<file path="config.mk">
export PLATFORM = sky130hd
export DESIGN_NAME = csr_mfile
export DESIGN_NICKNAME = d
export VERILOG_FILES = /design/src/rtl/csr_mfile.sv
export SDC_FILE = /design/constraint.sdc
export NUM_CORES = 1
export LEC_CHECK = 0
export CAP_MARGIN = 20
export CORE_MARGIN = 8
export CORE_UTILIZATION = 40
export CTS_CLUSTER_DIAMETER = 40
export DETAILED_ROUTE_END_ITERATION = 10
export PLACE_DENSITY = 0.74
export SYNTH_ARGS = -nofsm -noshare
export SYNTH_HDL_FRONTEND = slang
export SYNTH_SLANG_ARGS = --single-unit
</file>
<file path="constraint.sdc">
create_clock -name clk_i -period 1.85 [get_ports clk_i]
set_clock_uncertainty 0.2 [all_clocks]
set_input_delay 0.185 -clock clk_i [delete_from_list [all_inputs] [get_ports clk_i]]
set_output_delay 0.185 -clock clk_i [all_outputs]
set_load 0.02 [all_outputs]
</file>
<file path="src/rtl/csr_mfile.sv">
// Machine-mode CSR file and trap sequencer for the RV64 core.
// Optional vectored mtvec mode: define CSR_MTVEC_VECTORED_EN.
module csr_mfile #(
  parameter logic [63:0] HartId  = 64'd0,
  parameter logic [25:0] MisaExt = 26'h100
) (
  input  logic        clk_i,
  input  logic        rst_ni,
  input  logic        csr_valid_i,
  input  logic [11:0] csr_addr_i,
  input  logic [1:0]  csr_op_i,
  input  logic [63:0] csr_wdata_i,
  output logic        csr_rvalid_o,
  output logic [63:0] csr_rdata_o,
  output logic        csr_illegal_o,
  input  logic        trap_valid_i,
  input  logic [63:0] trap_cause_i,
  input  logic [63:0] trap_pc_i,
  input  logic [63:0] trap_tval_i,
  input  logic        mret_i,
  input  logic        irq_msip_i,
  input  logic        irq_mtip_i,
  input  logic        irq_meip_i,
  output logic        irq_pending_o,
  output logic [63:0] irq_cause_o,
  output logic        redirect_valid_o,
  output logic [63:0] redirect_pc_o
);

  localparam logic [11:0] AddrMstatus  = 12'h300;
  localparam logic [11:0] AddrMisa     = 12'h301;
  localparam logic [11:0] AddrMie      = 12'h304;
  localparam logic [11:0] AddrMtvec    = 12'h305;
  localparam logic [11:0] AddrMstatush = 12'h310;
  localparam logic [11:0] AddrMscratch = 12'h340;
  localparam logic [11:0] AddrMepc     = 12'h341;
  localparam logic [11:0] AddrMcause   = 12'h342;
  localparam logic [11:0] AddrMtval    = 12'h343;
  localparam logic [11:0] AddrMip      = 12'h344;
  localparam logic [11:0] AddrMhartid  = 12'hf14;

  logic        st_mie;
  logic        st_mpie;
  logic [2:0]  mie_q;
  logic [61:0] mtvec_base;
  logic        mtvec_mode;
  logic [63:0] mscratch;
  logic [61:0] mepc;
  logic [63:0] mcause;
  logic [63:0] mtval;

  logic [63:0] rd;
  logic [63:0] wval;
  logic        impl;
  logic        illegal;
  logic        take_mret;
  logic        take_csr;
  logic        wr_en;
  logic [2:0]  mip;
  logic [2:0]  pend;
  logic [3:0]  code;
  logic [63:0] base;
  logic [63:0] trap_tgt;
  logic [1:0]  unused_pc;

  assign unused_pc = trap_pc_i[1:0];

`ifndef CSR_MTVEC_VECTORED_EN
  assign mtvec_mode = 1'b0;
`endif

  assign mip  = {irq_meip_i, irq_mtip_i, irq_msip_i};
  assign base = {mtvec_base, 2'b00};

  always_comb begin
    rd   = '0;
    impl = 1'b1;
    case (csr_addr_i)
      AddrMstatus: begin
        rd[3]     = st_mie;
        rd[7]     = st_mpie;
        rd[12:11] = 2'b11;
      end
      AddrMisa:     rd = {2'b10, 36'd0, MisaExt};
      AddrMie:      begin
        rd[3]  = mie_q[0];
        rd[7]  = mie_q[1];
        rd[11] = mie_q[2];
      end
      AddrMtvec:    rd = {mtvec_base, 1'b0, mtvec_mode};
      AddrMstatush: rd = '0;
      AddrMscratch: rd = mscratch;
      AddrMepc:     rd = {mepc, 2'b00};
      AddrMcause:   rd = mcause;
      AddrMtval:    rd = mtval;
      AddrMip:      begin
        rd[3]  = mip[0];
        rd[7]  = mip[1];
        rd[11] = mip[2];
      end
      AddrMhartid:  rd = HartId;
      default:      impl = 1'b0;
    endcase
  end

  always_comb begin
    wval = rd;
    unique case (csr_op_i)
      2'b01:   wval = csr_wdata_i;
      2'b10:   wval = rd | csr_wdata_i;
      2'b11:   wval = rd & ~csr_wdata_i;
      default: wval = rd;
    endcase
  end

  assign illegal   = !impl
                   || (csr_addr_i[11:10] == 2'b11 && csr_op_i != 2'b00);
  assign take_mret = mret_i && !trap_valid_i;
  assign take_csr  = csr_valid_i && !trap_valid_i && !mret_i;
  assign wr_en     = take_csr && !illegal && csr_op_i != 2'b00;

  // Vectored mode only offsets interrupts; exceptions use the base.
  always_comb begin
    trap_tgt = base;
    if (mtvec_mode && trap_cause_i[63])
      trap_tgt = base + {trap_cause_i[61:0], 2'b00};
  end

  // Fixed priority: MEI > MSI > MTI.
  assign pend = mip & mie_q & {3{st_mie}};
  always_comb begin
    code = 4'd0;
    if (pend[2])      code = 4'd11;
    else if (pend[0]) code = 4'd3;
    else if (pend[1]) code = 4'd7;
  end
  assign irq_pending_o = |pend;
  assign irq_cause_o   = irq_pending_o ? {1'b1, 59'd0, code} : '0;

  always_ff @(posedge clk_i or negedge rst_ni) begin
    if (!rst_ni) begin
      st_mie     <= 1'b0;
      st_mpie    <= 1'b0;
      mie_q      <= '0;
      mtvec_base <= '0;
      mscratch   <= '0;
      mepc       <= '0;
      mcause     <= '0;
      mtval      <= '0;
    end else if (trap_valid_i) begin
      mepc    <= trap_pc_i[63:2];
      mcause  <= trap_cause_i;
      mtval   <= trap_tval_i;
      st_mpie <= st_mie;
      st_mie  <= 1'b0;
    end else if (take_mret) begin
      st_mie  <= st_mpie;
      st_mpie <= 1'b1;
    end else if (wr_en) begin
      case (csr_addr_i)
        AddrMstatus: begin
          st_mie  <= wval[3];
          st_mpie <= wval[7];
        end
        AddrMie:      mie_q <= {wval[11], wval[7], wval[3]};
        AddrMtvec:    mtvec_base <= wval[63:2];
        AddrMscratch: mscratch <= wval;
        AddrMepc:     mepc <= wval[63:2];
        AddrMcause:   mcause <= wval;
        AddrMtval:    mtval <= wval;
        default:      ;
      endcase
    end
  end

`ifdef CSR_MTVEC_VECTORED_EN
  // Reserved modes 2 and 3 fall back to direct.
  always_ff @(posedge clk_i or negedge rst_ni) begin
    if (!rst_ni)
      mtvec_mode <= 1'b0;
    else if (wr_en && csr_addr_i == AddrMtvec)
      mtvec_mode <= (wval[1:0] == 2'b01);
  end
`endif

  always_ff @(posedge clk_i or negedge rst_ni) begin
    if (!rst_ni) begin
      csr_rvalid_o     <= 1'b0;
      csr_rdata_o      <= '0;
      csr_illegal_o    <= 1'b0;
      redirect_valid_o <= 1'b0;
      redirect_pc_o    <= '0;
    end else begin
      csr_rvalid_o     <= take_csr;
      csr_rdata_o      <= illegal ? '0 : rd;
      csr_illegal_o    <= take_csr && illegal;
      redirect_valid_o <= trap_valid_i || mret_i;
      if (trap_valid_i)
        redirect_pc_o <= trap_tgt;
      else if (mret_i)
        redirect_pc_o <= {mepc, 2'b00};
    end
  end

endmodule
</file>
Word level (Yosys, flattened, before mapping)

Cells that the tools add are included.

Register bits after elaboration: 452
Input bits: 278
Output and inout port bits: 196
Word-level logic and storage cells: 103

Equality and inequality tests: 16
Mux-type cells: 37
Bitwise logic cells: 7
Reduce and logical (&&, ||, !) cells: 30

Operator list:

| kind                   | count |
|---|---|
| $mux W64               | 12 |
| $pmux W51 S6           | 1 |
| $mux W62               | 4 |
| $pmux W64 S3           | 1 |
| $eq A12 B10 Y1 const B | 10 |
| $and A64 B64 Y64       | 1 |
| $not A64 Y64           | 1 |
| $or A64 B64 Y64        | 1 |
| $pmux W3 S5            | 2 |
| $pmux W1 S8            | 3 |
| $pmux W3 S6            | 1 |
| $eq A12 B12 Y1 const B | 1 |
| $reduce_and A4 Y1      | 3 |
| $reduce_bool A2 Y1     | 6 |
| $reduce_or A11 Y1      | 1 |
| $mux W1                | 9 |
| $reduce_and A3 Y1      | 3 |
| $logic_and A1 B1 Y1    | 7 |
| $and A3 B3 Y3          | 2 |
| $eq A2 B2 Y1 const B   | 3 |
| $mux W3                | 2 |
| $pmux W1 S6            | 1 |
| $reduce_bool A3 Y1     | 2 |
| $logic_not A1 Y1       | 4 |
| other kinds (7)        | 9 |

Longest topological paths before layout

Depth in word-level cells: 11
Depth in mapped cells: 10

Least setup slack after synthesis

No wires, ideal clock.

Kind: input to register
From: in csr_addr_i[1]
To: reg mcause[54]
Arrival: 2.159 ns
Setup slack: -0.635 ns
Stages: 9
Path buffers: 3
Cell sequence: buf_2 > buf_2 > buf_1 > mux2_2 > a222oi_1 > o2bb2ai_1 > a21oi_1 > a21oi_2 > a221o_1

Longest elaborated chain between the ends: 10
Elaborated cells on any way between the ends: 29
Those cells by class: eq/ne: 11; mux: 7; bitwise: 2; reduce/logical: 9

RTL lines:

| item                                                                      | RTL line | text |
|---|---|---|
| start: declaration                                                        | 10       | `input logic [11:0] csr_addr_i,` |
| parallel branches: the longest is 10 deep, another holds $and A64 B64 Y64 | -        |  |
| end signal: assignment                                                    | 152      | `mcause <= trap_cause_i;` |
| end signal: assignment                                                    | 169      | `AddrMcause: mcause <= wval;` |
| end: declaration                                                          | 49       | `logic [63:0] mcause;` |

Several ways; the timed one is not identified. The select of a mux whose other input is x is not followed.
A chain may end at the register's enable or synchronous reset.

Final worst setup path

From: reg mscratch[26]
To: reg mtval[26]

Longest elaborated chain between the ends: 7
Elaborated cells on any way between the ends: 8
Those cells by class: mux: 6; bitwise: 2

RTL lines:

| item                                                       | RTL line | text |
|---|---|---|
| start: declaration                                         | 47       | `logic [63:0] mscratch;` |
| start signal: assignment                                   | 167      | `AddrMscratch: mscratch <= wval;` |
| $pmux W51 S6 *                                             | 78       | `case (csr_addr_i)` |
| $and A64 B64 Y64 / $or A64 B64 Y64 (equally long branches) | 111, 110 |  |
| $pmux W64 S3 *                                             | 108      | `unique case (csr_op_i)` |
| $mux W64 *                                                 | 160      | `case (csr_addr_i)` |
| $mux W64 *                                                 | 159      | `end else if (wr_en) begin` |
| $mux W64 *                                                 | 156      | `end else if (take_mret) begin` |
| $mux W64 *                                                 | 150      | `end else if (trap_valid_i) begin` |
| end signal: assignment                                     | 153      | `mtval <= trap_tval_i;` |
| end signal: assignment                                     | 170      | `AddrMtval: mtval <= wval;` |
| end: declaration                                           | 50       | `logic [63:0] mtval;` |

Mark *: on every way between the ends. The rest lies on a longest branch, timed or not. The select of a mux whose other input is x is not followed.

==> flow_summary_export.csv <==
group,metric,value,unit
status,run_status,"finished, violations left",
status,violated_checks,"negative setup slack",
floorplanning,floorplan.die_area,0.0637,sq mm
clock_network,max-clock-path-buffers,3,
floorplanning,die_y,252,um
synthesis,yosys.area_share.simple,0.0968,
routing,wl_met2,43100,um
floorplanning,core,0.0552,sq mm
synthesis,synth_async_sr_flop_share,1.00,
synthesis,synth_top_family_by_area,"compound AO/OA/AOI/OAI gates",
routing,detail_route.wl_per_cell,26.4,um
clock_network,cts_max_level,3,
synthesis,synth_xor_area_frac,0.0243,
synthesis,synth.largest_area_cell,"dfrtp_1",
routing,dr_wl_met3,8400,um
clock_network,cts-buffers-inserted,68,
floorplanning,design.portCount,474,
clock_network,clock_sink_count,450,
clock_network,cts-root-buf,"clkbuf_16",
sta,grt_setup_unrepaired,"yes",
power,p_leak,15.7,nW
place,placed_cells,3113,
place,port-buffer-count,410,
critical_path,regToRegEndpoint,"mtval[26]",
place,hpwlAfterDp,54900,um
hold_path,timing.hold.worst_path_depth,3,
power,powerDensity,795,mW/mm^2
routing,postRouteAntennaNets,0,
sta,slew_headroom,0.403,
routing,detail_route.wirelength.met1,35000,um
routing,post_drt_via_cell_ratio,5.99,
critical_path,worst-setup-path-type,"flip-flop to flip-flop",
routing,number_of_drc_markers_in_iteration_0,2191,
synthesis,post_synth_num_cell_types,65,
synthesis,postSynthCellCount,1928,
hold_path,worstHoldPathType,"primary input to flip-flop",
floorplanning,dieWidth,252,um
sta,worstMarginPinSlew,0.896,ns
synthesis,yosys_most_used_dff,"dfrtp_1",
sta,timing_max_transition_violations_final,0,
cells_and_area,area.growth.synth_to_final,57.0,%
synthesis,synth_compound_area_frac,0.195,
floorplanning,core.rowCount,86,
synthesis,yosys_warnings,0,
place,place_congestion,0.917,
floorplanning,initial_core_util,0.405,
global_routing,grt_max_degree,193,
synthesis,mappedNetlistArea,0.0223,sq mm
routing,drt_pass_1_iters,8,
cells_and_area,drive_gt1_frac,0.371,
power,vdd.ir_drop.worst,0.000650,V
global_routing,antenna_violations_before_repair,6,
sta,final_critical_path_setup_slack,-0.312,ns
synthesis,synth.yosys.seq_area_share,0.504,
sta,hold_ws,0.0233,ns
synthesis,synth_seq_cells,450,
synthesis,synth_fa_ha_area_frac,0,
critical_path,path_max_fanout,5,
hold_path,min_from,"trap_cause_i[0]",
routing,postRouteWirelength,90100,um
global_routing,grt_pass1_wl,133000,um
cells_and_area,num-nets-final,2887,
critical_path,reg_to_reg_slack_setup,-0.31,ns
sta,final_min_period_over_clock_period,1.17,
clock_network,insertion_delay,0.60,ns
global_routing,grt.total_usage,0.268,
routing,highest_layer,"met5",
hold_path,worstHoldEndpoint,"mcause[0]",
cells_and_area,layout.filler_cells,3966,
critical_path,worstSetupStartpointType,"flip-flop",
routing,detail_route.drc_violations,0,
sta,final-hold-violation-count,0,
clock_network,worst_setup_hold_path_clk_slew,0.06,ns
critical_path,worstReg2RegStart,"mscratch[26]",
synthesis,fraction_of_synthesized_cell_area_taken_by_the_top_area_cell_type,0.504,
critical_path,endpoint_kind,"flip-flop",
clock_network,cts_tree,"yes",
critical_path,cp.required,2.12,ns
flow_run,max-cap-violations,0,
cells_and_area,layoutNonFillerInstCount,3414,
sta,final_period_minus_worst_setup_slack,2.16,ns
synthesis,syn_avg_cell_area,11.6,sq um
sta,fmax,0.462,GHz
routing,detailed_route_via_count,20400,
critical_path,arrival,2.43,ns
critical_path,worstRegToRegCells,6,
global_routing,gr-total-overflow,0,
synthesis,yosys-top-cells-area,"dfrtp_1 (50%), mux2_2 (8.9%), a221o_1 (5.0%)",
synthesis,synth_edf_count,0,
synthesis,post_synth_mux_area_share,0.122,
sta,final-setup-viol-count,315,
global_routing,vias_in_the_first_global_route,21600,
[synth_stat cells (all sizes together), types with 5 or more instances]
| cell type | number |
|---|---|
| dfrtp | 450 |
| mux2 | 177 |
| a21oi | 130 |
| buf | 126 |
| nor3b | 125 |
| clkbuf | 117 |
| nand2 | 112 |
| a221o | 111 |
| o21ai | 100 |
| mux2i | 74 |
| xnor2 | 62 |
| nand2b | 60 |
| o2bb2ai | 57 |
| o221a | 56 |
| a222oi | 55 |
| a22oi | 12 |
| nor2 | 11 |
| nor3 | 9 |
| inv | 7 |
| nor4 | 6 |
| and2 | 5 |
| nand3 | 5 |
[repair_timing]
| item | CTS | global route |
|---|---|---|
| pin swaps | 176 | 69 |
| setup buffers | 91 | 63 |
| cloned | 11 | 3 |
| setup endpoints to repair | 499 | 332 |
| hold buffers | 22 | 0 |
| gates resized for setup | 461 | 125 |
| hold endpoints to repair | 467 | 0 |
[power breakdown]
part	internal [mW]	switching, mW	leakage [nW]	total (mW)
Clock	8.11	5.08	1.12	13.2
Combinational	1.91	2.11	8.71	4.02
Sequential	10.3	0.343	5.83	10.7
[state kept, by name (all words and copies together), names as in the netlist]
signal	flops
mtvec_base	62
csr_rdata_o	64
redirect_pc_o	62
mepc	62
mscratch	64
mtval	64
mcause	64
redirect_valid_o	1
mie_q	3
csr_rvalid_o	1
csr_illegal_o	1
st_mie	1
st_mpie	1
[cell families after synthesis]
group | Yosys count
xor gates and xnor gates | 62
other | 1
DFF | 450
AOI/OAI and AO/OA | 553
buffers and inverters | 250
muxes | 251
and+or+nand+nor | 361
[layer usage]
| metal | track usage | up-vias |
|---|---|---|
| met2 | 0.437 | 1205 |
| li1 | - | 8606 |
| met5 | 0 | - |
| met4 | 0.114 | 4 |
| met1 | 0.333 | 10300 |
| met3 | 0.0730 | 276 |
[cell usage in the layout, fill, tap and decap left out, types with 26 or more instances in the layout]
master,n
a21oi_2,77
a21oi_4,35
a221o_1,111
a222oi_1,55
buf_12,60
buf_4,265
buf_6,34
clkbuf_16,73
clkdlybuf4s50_1,258
conb_1,61
dfrtp_1,450
dlygate4sd2_1,129
mux2_2,101
mux2_4,76
mux2i_1,73
nand2_1,100
nand2b_1,58
nor3b_1,113
o21ai_0,80
o221a_2,26
o221a_4,30
o2bb2ai_4,37
xnor2_1,62
[how the worst max path moves through the flow]
stage,startpoint,endpoint,slack (ns),cells after the start
finish,mscratch[26],mtval[26],-0.31,6
global route,mcause[20],mtval[20],-0.37,6
CTS,st_mie,irq_cause_o[2],-0.25,4
detailed placement,csr_addr_i[5],mepc[29],-1.20,9
global placement,csr_addr_i[8],mcause[28],-1.16,8
floorplan,csr_addr_i[5],mtval[33],-0.50,8
[worst max-delay path: stages, from the launching register on]
cell       delay [ns]
dfrtp_1          0.38
mux2_2           0.27
a222oi_1         0.43
o2bb2ai_2        0.13
a21oi_2          0.16
a21oi_2          0.09
a221o_1          0.38
[per-stage QoR]
step	TNS [ns]	power (mW)	worst slack (ns)	util	cell area, sq um
4_1_cts	-42.85	27.8	-0.254	0.617	34000
6_report	-63.89	27.9	-0.312	0.635	35100
2_1_floorplan	-135.99	12.7	-0.496	-	23500
3_5_place_dp	-396.38	14.5	-1.20	0.530	29200
3_3_place_gp	-384.07	14.4	-1.16	0.530	29200
5_1_grt	-76.07	28.7	-0.371	0.635	35100
[final cells by class]
cell class,instances,area (sq um),area share
Antenna cell,3,7.51,0.000214
Tap cell,748,936,0.0267
Sequential cell,450,11300,0.321
Clock inverter,44,473,0.0135
Inverter,7,28.8,0.000821
Clock buffer,80,1850,0.0527
Multi-Input combinational cell,1288,12400,0.355
Timing Repair Buffer,794,8080,0.230
(Power assumes the default switching activity.)
